`src/rtl/charge_scatter.sv`:
```
// rtl/charge_scatter.sv - particle-to-grid cloud-in-cell charge deposition engine
// Optional CHARGE_SAT_EN: saturating accumulation with sticky sat_flag output.
module charge_scatter #(
  parameter int NUM_PART = 16384,
  parameter int WSHIFT   = 0
) (
  input  logic        clk,
  input  logic        rst_n,
  input  logic        start,
  input  logic        p_valid,
  output logic        p_ready,
  input  logic [49:0] p_data,
  output logic        rd_en,
  output logic [11:0] rd_addr,
  input  logic [35:0] rd_data,
  output logic        wr_en,
  output logic [11:0] wr_addr,
  output logic [35:0] wr_data,
  output logic        busy,
`ifdef CHARGE_SAT_EN
  output logic        sat_flag,
`endif
  output logic        done
);

  localparam int CNTW = $clog2(NUM_PART + 1);

  typedef enum logic [1:0] {IDLE, RUN, DRAIN} state_t;

  state_t            state, state_nx;
  logic              held;
  logic [1:0]        corner;
  logic [5:0]        hx_i, hy_i;
  logic [11:0]       hx_f, hy_f;
  logic [CNTW-1:0]   count;
  logic              accept;
  logic              pipe_empty;

  logic [12:0]       wx, wy;
  logic [24:0]       w;
  logic [35:0]       contrib_a;
  logic [11:0]       a_addr;

  logic              b_vld;
  logic [11:0]       b_addr;
  logic [35:0]       b_contrib;
  logic [35:0]       operand;
  logic [35:0]       sum_b;

  logic              h_vld;
  logic [11:0]       h_addr;
  logic [35:0]       h_data;

  logic              unused_vperp;
  assign unused_vperp = ^p_data[13:0];

  assign p_ready    = (state == RUN) && (count < CNTW'(NUM_PART)) && (!held || corner == 2'd3);
  assign accept     = p_valid && p_ready;
  assign pipe_empty = !held && !b_vld && !wr_en;

  always_ff @(posedge clk or negedge rst_n) begin
    if (!rst_n) state <= IDLE;
    else        state <= state_nx;
  end

  always_comb begin
    state_nx = state;
    busy     = 1'b0;
    done     = 1'b0;
    case (state)
      IDLE: if (start) state_nx = RUN;
      RUN: begin
        busy = 1'b1;
        if (count == CNTW'(NUM_PART)) state_nx = DRAIN;
      end
      DRAIN: begin
        busy = 1'b1;
        if (pipe_empty) begin
          state_nx = IDLE;
          done     = 1'b1;
        end
      end
      default: state_nx = IDLE;
    endcase
  end

  // Held particle walks its four corners; a new particle may land on the last one.
  always_ff @(posedge clk or negedge rst_n) begin
    if (!rst_n) begin
      held   <= 1'b0;
      corner <= 2'd0;
      hx_i   <= '0;
      hx_f   <= '0;
      hy_i   <= '0;
      hy_f   <= '0;
      count  <= '0;
    end else begin
      if (state == IDLE && start) count <= '0;
      if (accept) begin
        held   <= 1'b1;
        corner <= 2'd0;
        hy_i   <= p_data[49:44];
        hy_f   <= p_data[43:32];
        hx_i   <= p_data[31:26];
        hx_f   <= p_data[25:14];
        count  <= count + 1'b1;
      end else if (held) begin
        corner <= corner + 2'd1;
        if (corner == 2'd3) held <= 1'b0;
      end
    end
  end

  assign wx        = corner[0] ? {1'b0, hx_f} : 13'd4096 - {1'b0, hx_f};
  assign wy        = corner[1] ? {1'b0, hy_f} : 13'd4096 - {1'b0, hy_f};
  assign w         = {12'd0, wy} * {12'd0, wx};
  assign contrib_a = {11'd0, w >> WSHIFT};
  assign a_addr    = {hy_i + {5'd0, corner[1]}, hx_i + {5'd0, corner[0]}};

  assign rd_en     = held;
  assign rd_addr   = a_addr;

  always_ff @(posedge clk or negedge rst_n) begin
    if (!rst_n) begin
      b_vld     <= 1'b0;
      b_addr    <= '0;
      b_contrib <= '0;
    end else begin
      b_vld     <= held;
      b_addr    <= a_addr;
      b_contrib <= contrib_a;
    end
  end

  // RAM is read-first, so the two most recent writes are not yet visible in rd_data.
  always_comb begin
    if (wr_en && wr_addr == b_addr)      operand = wr_data;
    else if (h_vld && h_addr == b_addr)  operand = h_data;
    else                                 operand = rd_data;
  end

`ifdef CHARGE_SAT_EN
  logic [36:0] sum_wide;
  logic        sat_hit;
  assign sum_wide = {1'b0, operand} + {1'b0, b_contrib};
  assign sat_hit  = b_vld && sum_wide[36];
  assign sum_b    = sum_wide[36] ? 36'hF_FFFF_FFFF : sum_wide[35:0];

  always_ff @(posedge clk or negedge rst_n) begin
    if (!rst_n)                     sat_flag <= 1'b0;
    else if (state == IDLE && start) sat_flag <= 1'b0;
    else if (sat_hit)               sat_flag <= 1'b1;
  end
`else
  assign sum_b = operand + b_contrib;
`endif

  always_ff @(posedge clk or negedge rst_n) begin
    if (!rst_n) begin
      wr_en   <= 1'b0;
      wr_addr <= '0;
      wr_data <= '0;
      h_vld   <= 1'b0;
      h_addr  <= '0;
      h_data  <= '0;
    end else begin
      wr_en <= b_vld;
      if (b_vld) begin
        wr_addr <= b_addr;
        wr_data <= sum_b;
      end
      h_vld <= wr_en;
      if (wr_en) begin
        h_addr <= wr_addr;
        h_data <= wr_data;
      end
    end
  end

endmodule

```
`config.mk`:
```
export PLATFORM = sky130hd
export DESIGN_NAME = charge_scatter
export DESIGN_NICKNAME = d
export VERILOG_FILES = /design/src/rtl/charge_scatter.sv
export SDC_FILE = /design/constraint.sdc
export NUM_CORES = 1
export LEC_CHECK = 0
export CORE_ASPECT_RATIO = 0.5
export CORE_MARGIN = 2
export CORE_UTILIZATION = 40
export CTS_CLUSTER_SIZE = 28
export DETAILED_ROUTE_END_ITERATION = 16
export GPL_TIMING_DRIVEN = 1
export MAX_ROUTING_LAYER = met4
export SYNTH_ARGS = -nofsm -noshare
export SYNTH_HDL_FRONTEND = slang
export SYNTH_SLANG_ARGS = --single-unit
```
`constraint.sdc`:
```
create_clock -name clk -period 13.9 [get_ports clk]
set_input_delay 2.78 -clock clk [delete_from_list [all_inputs] [get_ports clk]]
set_output_delay 2.78 -clock clk [all_outputs]
set_load 0.01 [all_outputs]
```
# After elaboration in Yosys (flattened, before gate mapping)
# Index checks and enable logic that the tools add are counted.
# totals
regBits	192
word_cells	70
inputBits	90
output_inout_bits	65
# op_classes
eq_ne	9
n_addsub	7
multipliers	1
magnitude_cmp	1
mux	18
n_reduce_logical	17
# op_table
operator	count
two-way mux 36 bit	2
adder 36 x 25 -> 36 bit	1
two-way mux 15 bit	2
two-way mux 13 bit	2
subtractor 13 x 12 -> 13 bit, first input constant	2
multiplier 13 x 13 -> 25 bit	1
equality test 12 bit	2
adder 15 x 1 -> 15 bit, second input constant	1
equality test 15 bit, second input constant	1
< comparator 15 bit, second input constant	1
adder 6 x 1 -> 6 bit	2
two-way mux 2 bit	5
logical AND 1 bit	8
two-way mux 1 bit	6
case mux 2 bit (3 select lines)	1
equality test 2 bit, second input constant	2
!= test 2 bit, second input constant	2
nonzero test 2 bit	2
zero test 1 bit	3
AND reduction 3 bit	1
adder 2 x 1 -> 2 bit, second input constant	1
equality test 2 x 1 -> 1 bit, second input constant	1
zero test 2 bit	1
!= test 2 x 1 -> 1 bit, second input constant	1
other kinds (2)	2

# Logic depth before layout (Yosys ltp)
# Gate-level depths: netlist (run 1).
# depth
ltp_word	5
depth_mapped	29
mapped_depth_nobuf	28

# Least setup slack after synthesis (run 1)
# No wires, ideal clock.
# synth_timing
path_type	flip-flop to flip-flop
startpoint	register hx_f[0]
endpoint	register b_contrib[22]
path_slack_ns	7.491
required_time_ns	13.820
path_buffers	1
stages_incl_launch_ff	25
setup_ns	0.080
arrival_ns	6.329
synth_period_minus_slack_ns	6.409
path_cell_list	dfrtp_1 -> inv_1 -> clkbuf_1 -> ha_1 -> nand2_1 -> nor3_1 -> and2_1 -> a21oi_1 -> xnor2_1 -> nor2_1 -> fa_1 -> fa_1 -> fa_1 -> fa_1 -> inv_1 -> fa_1 -> inv_1 -> ha_1 -> a21o_1 -> o31ai_1 -> a211o_1 -> a41oi_1 -> a31o_2 -> a21oi_1 -> xnor2_1
# synth_between
elab_chain_len	3
# synth_lines
element	line	rtl
from (decl)	34	logic [11:0] hx_f, hy_f;
from (signal assigned)	105	hx_f <= p_data[25:14];
subtractor 13 x 12 -> 13 bit	114	assign wx = corner[0] ? {1'b0, hx_f} : 13'd4096 - {1'b0, hx_f};
two-way mux 13 bit *	114	
multiplier 13 x 13 -> 25 bit *	116	assign w = {12'd0, wy} * {12'd0, wx};
via w[22]	40	logic [24:0] w;
to (signal assigned)	131	b_contrib <= contrib_a;
to (decl)	46	logic [35:0] b_contrib;
# The timed path passes the listed nets; every way through them passes the cells marked *.
# A chain may end at the register's enable or synchronous reset.

# Worst setup path in the final report (run 1)
# layout_timing
startpoint	register hy_f[0]
endpoint	register b_contrib[22]
# layout_between
elab_chain_len	3
# layout_lines
element	line	rtl
from (decl)	34	
from (signal assigned)	103	hy_f <= p_data[43:32];
subtractor 13 x 12 -> 13 bit	115	assign wy = corner[1] ? {1'b0, hy_f} : 13'd4096 - {1'b0, hy_f};
two-way mux 13 bit *	115	
multiplier 13 x 13 -> 25 bit *	116	
via w[22]	40	
# Marked as above.

==> impl_results.md, run 1 <==
* Slew Limit Fails at 0
* Syn Nets at 1980
* Cts repair resizes at 0
* Post-CTS Setup Inserts at 0
* Final Instance Area at 18090 sq um
* CP Launch Type: flop
* Status: finished clean
* Register area share after synthesis at 0.3079
* CTS tree: built
* Min-delay src: hy_i[0]
* Clock Latency Late Sink at 460 ps
* CP Data Arrival Time at 7940 ps
* Reg clk slew, reported paths at 70 ps
* Worst-Margin Slew at 1128 ps
* CP most frequent cell: fa_1
* CTS Hold Bufs at 0
* Vias post-DR at 11590
* Final weighted congestion in routability-driven placement at 0.9225
* Post-DP HPWL at 29560 microns
* Cell Area, Synth at 15600 sq um
* Nets at 2096
* Top-count cell post-synth: nand2_1
* Post-synth top area cell: dfrtp_1
* Syn Inst Count at 1662
* First-pass GRT wire length at 62480 microns
* Post-synth EDFFs at 0
* Minimum clock period at 7574 ps
* Total grt overflow at 0
* Drc violations at 0
* Buf/Inv on CP at 4
* Routed length per instance at 16.44 microns
* Ports at 155
* Critical Path Sink Type: flop
* Hold depth at 2
* ANT cells at 0
* Reg-to-Reg Start: hy_f[0]
* Number of global-route vias before repair at 11550
* Crit path largest cell delay at 660 ps
* Max_slew headroom at 0.2453
* Class of the most critical setup path: reg -> reg
* Placed Instance Area at 17520 sq um
* FP Rows at 51
* CP Max Fanout at 10
* Ys async rst share at 1.000
* Clk sinks at 192
* GR Util All Layers at 0.2005
* CTS buffer count at 17
* Die width at 283.3 microns
* Hold WC Path Type: reg -> reg
* RR Endpoint: b_contrib[22]
* Reg-to-reg slack, setup at 6330 ps
* FF+latch count, synth at 192
* Commonest cells in the netlist: nand2_1, dfrtp_1, inv_1
* Top FF cell, synth: dfrtp_1
* Worst EP required at 14260 ps
* Initial antenna violation count at 0
* Initial DRC Count at 693
* CTS max path bufs at 2
* Area Growth Syn to Fin at 15.97%
* Core Footprint at 38670 sq um
* CTS root buf: clkbuf_16
* Synth top area cells: dfrtp_1, fa_1, ha_1
* Delay-heaviest family, CP: adder cells
* DRT antenna net count at 0
* Post-Route WL at 38160 microns
* Final period util at 0.5449
* Maximum clock frequency at 132.0 MHz
* Max Clock Skew at 18.25 ps
* WHS at 484.0 ps
* Fillers at 3754
* Initial Util at 0.4035
* Share of cells above drive strength 1 at 0.08208
* R2r worst-path depth at 25
* Endpoints failing setup at 0
* I/O Buffers at 140
* Die ar. at 40700 sq um
* Vias per cell at 4.993
* Largest net degree at the start of global routing at 86
* DR pass1 iterations at 5
* Final hold viol count at 0
* Area fraction of the dominant cell type after synthesis at 0.3079
* RSZ-0062 raised after global routing: no
* Critical path's slowest cell: xor2_1
* Max-cap violations at 0
* CTS H-tree lvls at 4
* Setup TNS at 0 ps
* Syn Area/Cell at 9.388 sq um
* Synth warn at 0
* Yosys cell types at 62
* End of the worst hold path: hy_i[0]
* Die Height at 143.7 microns
[cell type report]
cell class	instances	area, sq um	area share
clock inverters	11	101.3	0.005601
well taps	530	663.1	0.03665
repair buffers	150	1480	0.08181
multi-input cells	1234	9884	0.5463
clock buffers	21	470.5	0.02600
flip-flops and latches	192	4807	0.2657
inverters	183	686.9	0.03796
[cells by family after synthesis]
family	synth area share
AND/OR/NAND/NOR	0.1556
buffers and inverters	0.05910
adder cells (fa/ha/maj)	0.2411
AO/OA/AOI/OAI	0.08380
flip-flops	0.3079
XOR/XNOR	0.06929
multiplexers	0.08324
[worst register-to-register path: cells and delay by family (launching register included)]
family          cells  cell delay [ps]
xor+xnor            2              810
simple gates        6              760
flops               1              600
buf+inv             4              610
compound gates      6             1310
fa+ha+maj           7             3380
[stage by stage]
step	util	instances	setup WS (ps)
2_1_floorplan	-	1662	7491
3_3_place_gp	0.4531	2289	6469
3_5_place_dp	0.4531	2289	6416
4_1_cts	0.4679	2321	6353
5_1_grt	0.4679	2321	5893
6_report	0.4679	2321	6326
[flip-flops by register name, summed over array words and instances, names as in the netlist, 2 cells and up]
| signal | count |
|---|---|
| hy_i | 6 |
| state | 2 |
| wr_addr | 12 |
| count | 15 |
| h_data | 36 |
| b_contrib | 25 |
| b_addr | 12 |
| h_addr | 12 |
| hx_f | 12 |
| corner | 2 |
| hx_i | 6 |
| hy_f | 12 |
| wr_data | 36 |
[worst max-delay path by stage]
stage	startpoint	to	slack, ps	cells past startpoint
after floorplan	hx_f[0]	b_contrib[22]	7490	24
after global placement	hy_f[0]	b_contrib[22]	6470	25
after detailed placement	hy_f[0]	b_contrib[22]	6420	25
after CTS	hy_f[0]	b_contrib[22]	6350	25
after global routing	hy_f[0]	b_contrib[22]	5890	25
final	hy_f[0]	b_contrib[22]	6330	25
[metal layers]
| layer | vias to the layer above | track usage | routed length [microns] |
|---|---|---|---|
| met1 | 5611 | 0.2841 | 19360 |
| met4 | 0 | 0.04595 | 532 |
| met3 | 47 | 0.03111 | 1505 |
| li1 | 5702 | - | - |
| met2 | 229 | 0.3034 | 16760 |
| met5 | - | - | 0 |
[cells in the final DEF, fill, tap and decap left out, types with 8 or more instances in the layout]
master / synthesis / routed
and3_1: 13 / 13
ha_1: 107 / 107
o21ai_0: 55 / 55
a21o_1: 16 / 16
nand4_1: 15 / 15
inv_1: 182 / 182
buf_4: 0 / 10
a211oi_1: 8 / 8
clkdlybuf4s50_1: 0 / 139
fa_1: 121 / 121
nand2_1: 244 / 244
and2_1: 9 / 8
nand3_1: 26 / 26
mux2i_1: 42 / 42
nor3_1: 15 / 15
nor2_1: 170 / 170
xnor2_1: 77 / 77
xor2_1: 39 / 39
clkbuf_16: 0 / 17
mux2_2: 78 / 78
a21oi_1: 83 / 83
nor2b_1: 12 / 12
dfrtp_1: 192 / 190
Power of run 1 is left out: the tool's default activity adds up to more than one toggle a clock period on the data nets, which glitch-free logic cannot reach.
==> run 2, diff against run 1 <==
==> constraint.sdc (replaced) <==
create_clock -name clk -period 7.1 [get_ports clk]
set_input_delay 1.42 -clock clk [delete_from_list [all_inputs] [get_ports clk]]
set_output_delay 1.42 -clock clk [all_outputs]
set_load 0.01 [all_outputs]
==> run 2 against run 1 <==
Non-clock buffer count up 40. Hold slack worse by 4.5 ps. Sequential share of layout area down 0.54 points. Critical endpoint unchanged.
==> impl_results.md, run 2 (synthesis gave the netlist of run 1 again) <==
* DRT antenna net count at 0 (unchanged)
* Critical Path Sink Type: flop
* Maximum clock frequency at 151.5 MHz (+15%)
* Pre-CTS setup slack at 520.2 ps (-5896 ps)
* Vias post-DR at 11730 (+1.2%)
* Final Worst Setup Slack at 501.1 ps (-5825 ps)
* Final Instance Area at 18470 sq um (+2.1%)
* Final hold viol count at 0 (unchanged)
* Biggest regs: h_data: 36 flops, wr_data: 36 flops, b_contrib: 25 flops
* CP Launch Type: flop
* Total grt overflow at 0 (unchanged)
* Initial DRC Count at 620 (-11%)
* RSZ-0062 raised after global routing: no
* Clk sinks at 192 (unchanged)
* Cts repair resizes at 0 (unchanged)
* Max_slew headroom at 0.3102 (+0.06495)
* Slew Limit Fails at 0 (unchanged)
* Placed Instance Area at 17830 sq um (+1.8%)
* Post-CTS Setup Inserts at 0 (unchanged)
* Most frequent cells in the layout: nand2_1, dfrtp_1, inv_1, nor2_1, clkdlybuf4s50_1
* Status: finished clean
* Flip-flop and latch area at 4807 sq um (unchanged)
* DR pass1 iterations at 6 (+1)
* Initial antenna violation count at 0 (unchanged)
* CTS buffer count at 17 (unchanged)
* Class of the most critical setup path: reg -> reg
* Vias per cell at 4.970 (-0.46%)
* Number of global-route vias before repair at 11660 (+0.91%)
* Setup TNS at 0 ps (unchanged)
* Hold WC Path Type: reg -> reg
* Area Growth Syn to Fin at 18.36%
* Clock Latency Late Sink at 450 ps (about the same)
* Max Clock Skew at 15.73 ps (-2.523 ps)
* Multi-input gate area at 9884 sq um (unchanged)
* I/O Buffers at 140 (unchanged)
* CTS H-tree lvls at 4 (unchanged)
* CTS Hold Bufs at 0 (unchanged)
* Worst-Margin Slew at 1035 ps (-93.60 ps)
* Max-cap violations at 0 (unchanged)
* Core Footprint at 38670 sq um (unchanged)
* CP Data Arrival Time at 6960 ps (-980 ps)
* Nets at 2136 (+1.9%)
* Final weighted congestion in routability-driven placement at 0.8998 (-2.5%)
* Post-DP HPWL at 29580 microns (about the same)
* Initial Util at 0.4035 (unchanged)
* Post-Route WL at 37860 microns (-0.78%)
* ANT cells at 0 (unchanged)
* First-pass GRT wire length at 62110 microns (-0.59%)
* Worst Setup EP: b_contrib[22]
* Most common cell after layout, fill and taps aside: nand2_1
* GR Util All Layers at 0.1985 (-0.002028)
* Die ar. at 40700 sq um (unchanged)
* Reg-to-reg slack, setup at 500 ps (-5830 ps)
* Final period util at 0.9294 (+0.3845)
* Share of cells above drive strength 1 at 0.1011 (+0.01902)
* Ports at 155 (unchanged)
* Worst EP required at 7470 ps (-6790 ps)
* Minimum clock period at 6599 ps (-974.9 ps)
* Drc violations at 0 (unchanged)
* Fillers at 3708 (-1.2%)
* Endpoints failing setup at 0 (unchanged)
* Largest net degree at the start of global routing at 161 (+87%)
* Die Height at 143.7 microns (unchanged)
* CTS tree: built
* R2r worst-path depth at 26 (+4.0%)
* CTS max path bufs at 2 (unchanged)
* CTS root buf: clkbuf_16
* Critical path origin: hy_f[3]
* Reg-to-Reg Start: hy_f[3]
* Die width at 283.3 microns (unchanged)
* Routed length per instance at 16.04 microns (-2.4%)
* FP Rows at 51 (unchanged)
* CP Max Fanout at 4 (-6)
* Reg clk slew, reported paths at 70 ps (about the same)
* RR Endpoint: b_contrib[22]
-- run 2: cell count changes in the layout (fill, tap and decap cells not counted) --
cell,change
bufinv_16,+4
buf_4,+39
clkbuf_8,-1
clkinvlp_4,-2
clkinv_8,-1
clkbuf_1,+1
inv_6,+1
clkinv_4,-3
buf_12,+1
-- run 2: critical path, cell delays in order (launching register included) --
cell and delay (ps):
dfrtp_1 440, nor2_1 230, nand4b_1 150, nor3_1 210, nand2b_1 100, o21bai_1 230
xor2_1 370, nor2_1 120, fa_1 510, inv_1 50, fa_1 530, inv_1 50
fa_1 490, fa_1 490, inv_1 50, fa_1 540, inv_1 50, ha_1 300
o21a_1 110, nor2_1 120, nor2b_1 100, o31ai_1 280, a211o_1 180, a41oi_1 180
a31o_2 300, a21oi_1 170, xnor2_1 130
-- run 2: worst min-delay path by stage --
stage,from,end,slack (ps),depth (start not counted)
2_1_floorplan,b_vld,wr_en,370,0
5_1_grt,h_data[20],h_data[20],520,1
3_5_place_dp,hx_i[0],hx_i[0],470,2
4_1_cts,hx_i[0],hx_i[0],480,2
6_report,hy_i[0],hy_i[0],480,2
3_3_place_gp,hx_i[0],hx_i[0],470,2
-- run 2: stage by stage --
step           instances  hold slack, ps  utilization
6_report            2360           479.5       0.4776
5_1_grt             2360           516.3       0.4776
4_1_cts             2360           483.4       0.4776
3_5_place_dp        2329           467.3       0.4612
3_3_place_gp        2329           465.4       0.4612
2_1_floorplan       1662           374.5            -
-- run 2: area by class of cell --
cell class / count / area share
Multi-Input combinational cell: 1234 / 0.5352
Tap cell: 530 / 0.03591
Timing Repair Buffer: 190 / 0.09709
Sequential cell: 192 / 0.2603
Inverter: 183 / 0.03720
Clock inverter: 10 / 0.009350
Clock buffer: 21 / 0.02493
-- run 2: per-layer routing --
layer  share of wire  track usage  wire length, microns  up-vias
li1                -            -                     -     5763
met1            0.51       0.2826                 19330     5731
met2            0.43       0.2982                 16470      215
met3           0.046      0.03603                  1758       21
met4          0.0081      0.03704                   307        0
met5               0            -                     0        -
Power of run 2 is left out for the same reason.
==> run 3, diff against run 2 <==
--- a/config.mk
+++ b/config.mk
@@ -8,6 +8,7 @@
 export CORE_ASPECT_RATIO = 0.5
 export CORE_MARGIN = 2
 export CORE_UTILIZATION = 40
+export CTS_CLUSTER_DIAMETER = 80
 export CTS_CLUSTER_SIZE = 28
 export DETAILED_ROUTE_END_ITERATION = 16
 export GPL_TIMING_DRIVEN = 1
==> results of run 3 <==
Final layout, timing and power as in run 2 (identical DEF).
Power of run 3 is left out for the same reason.
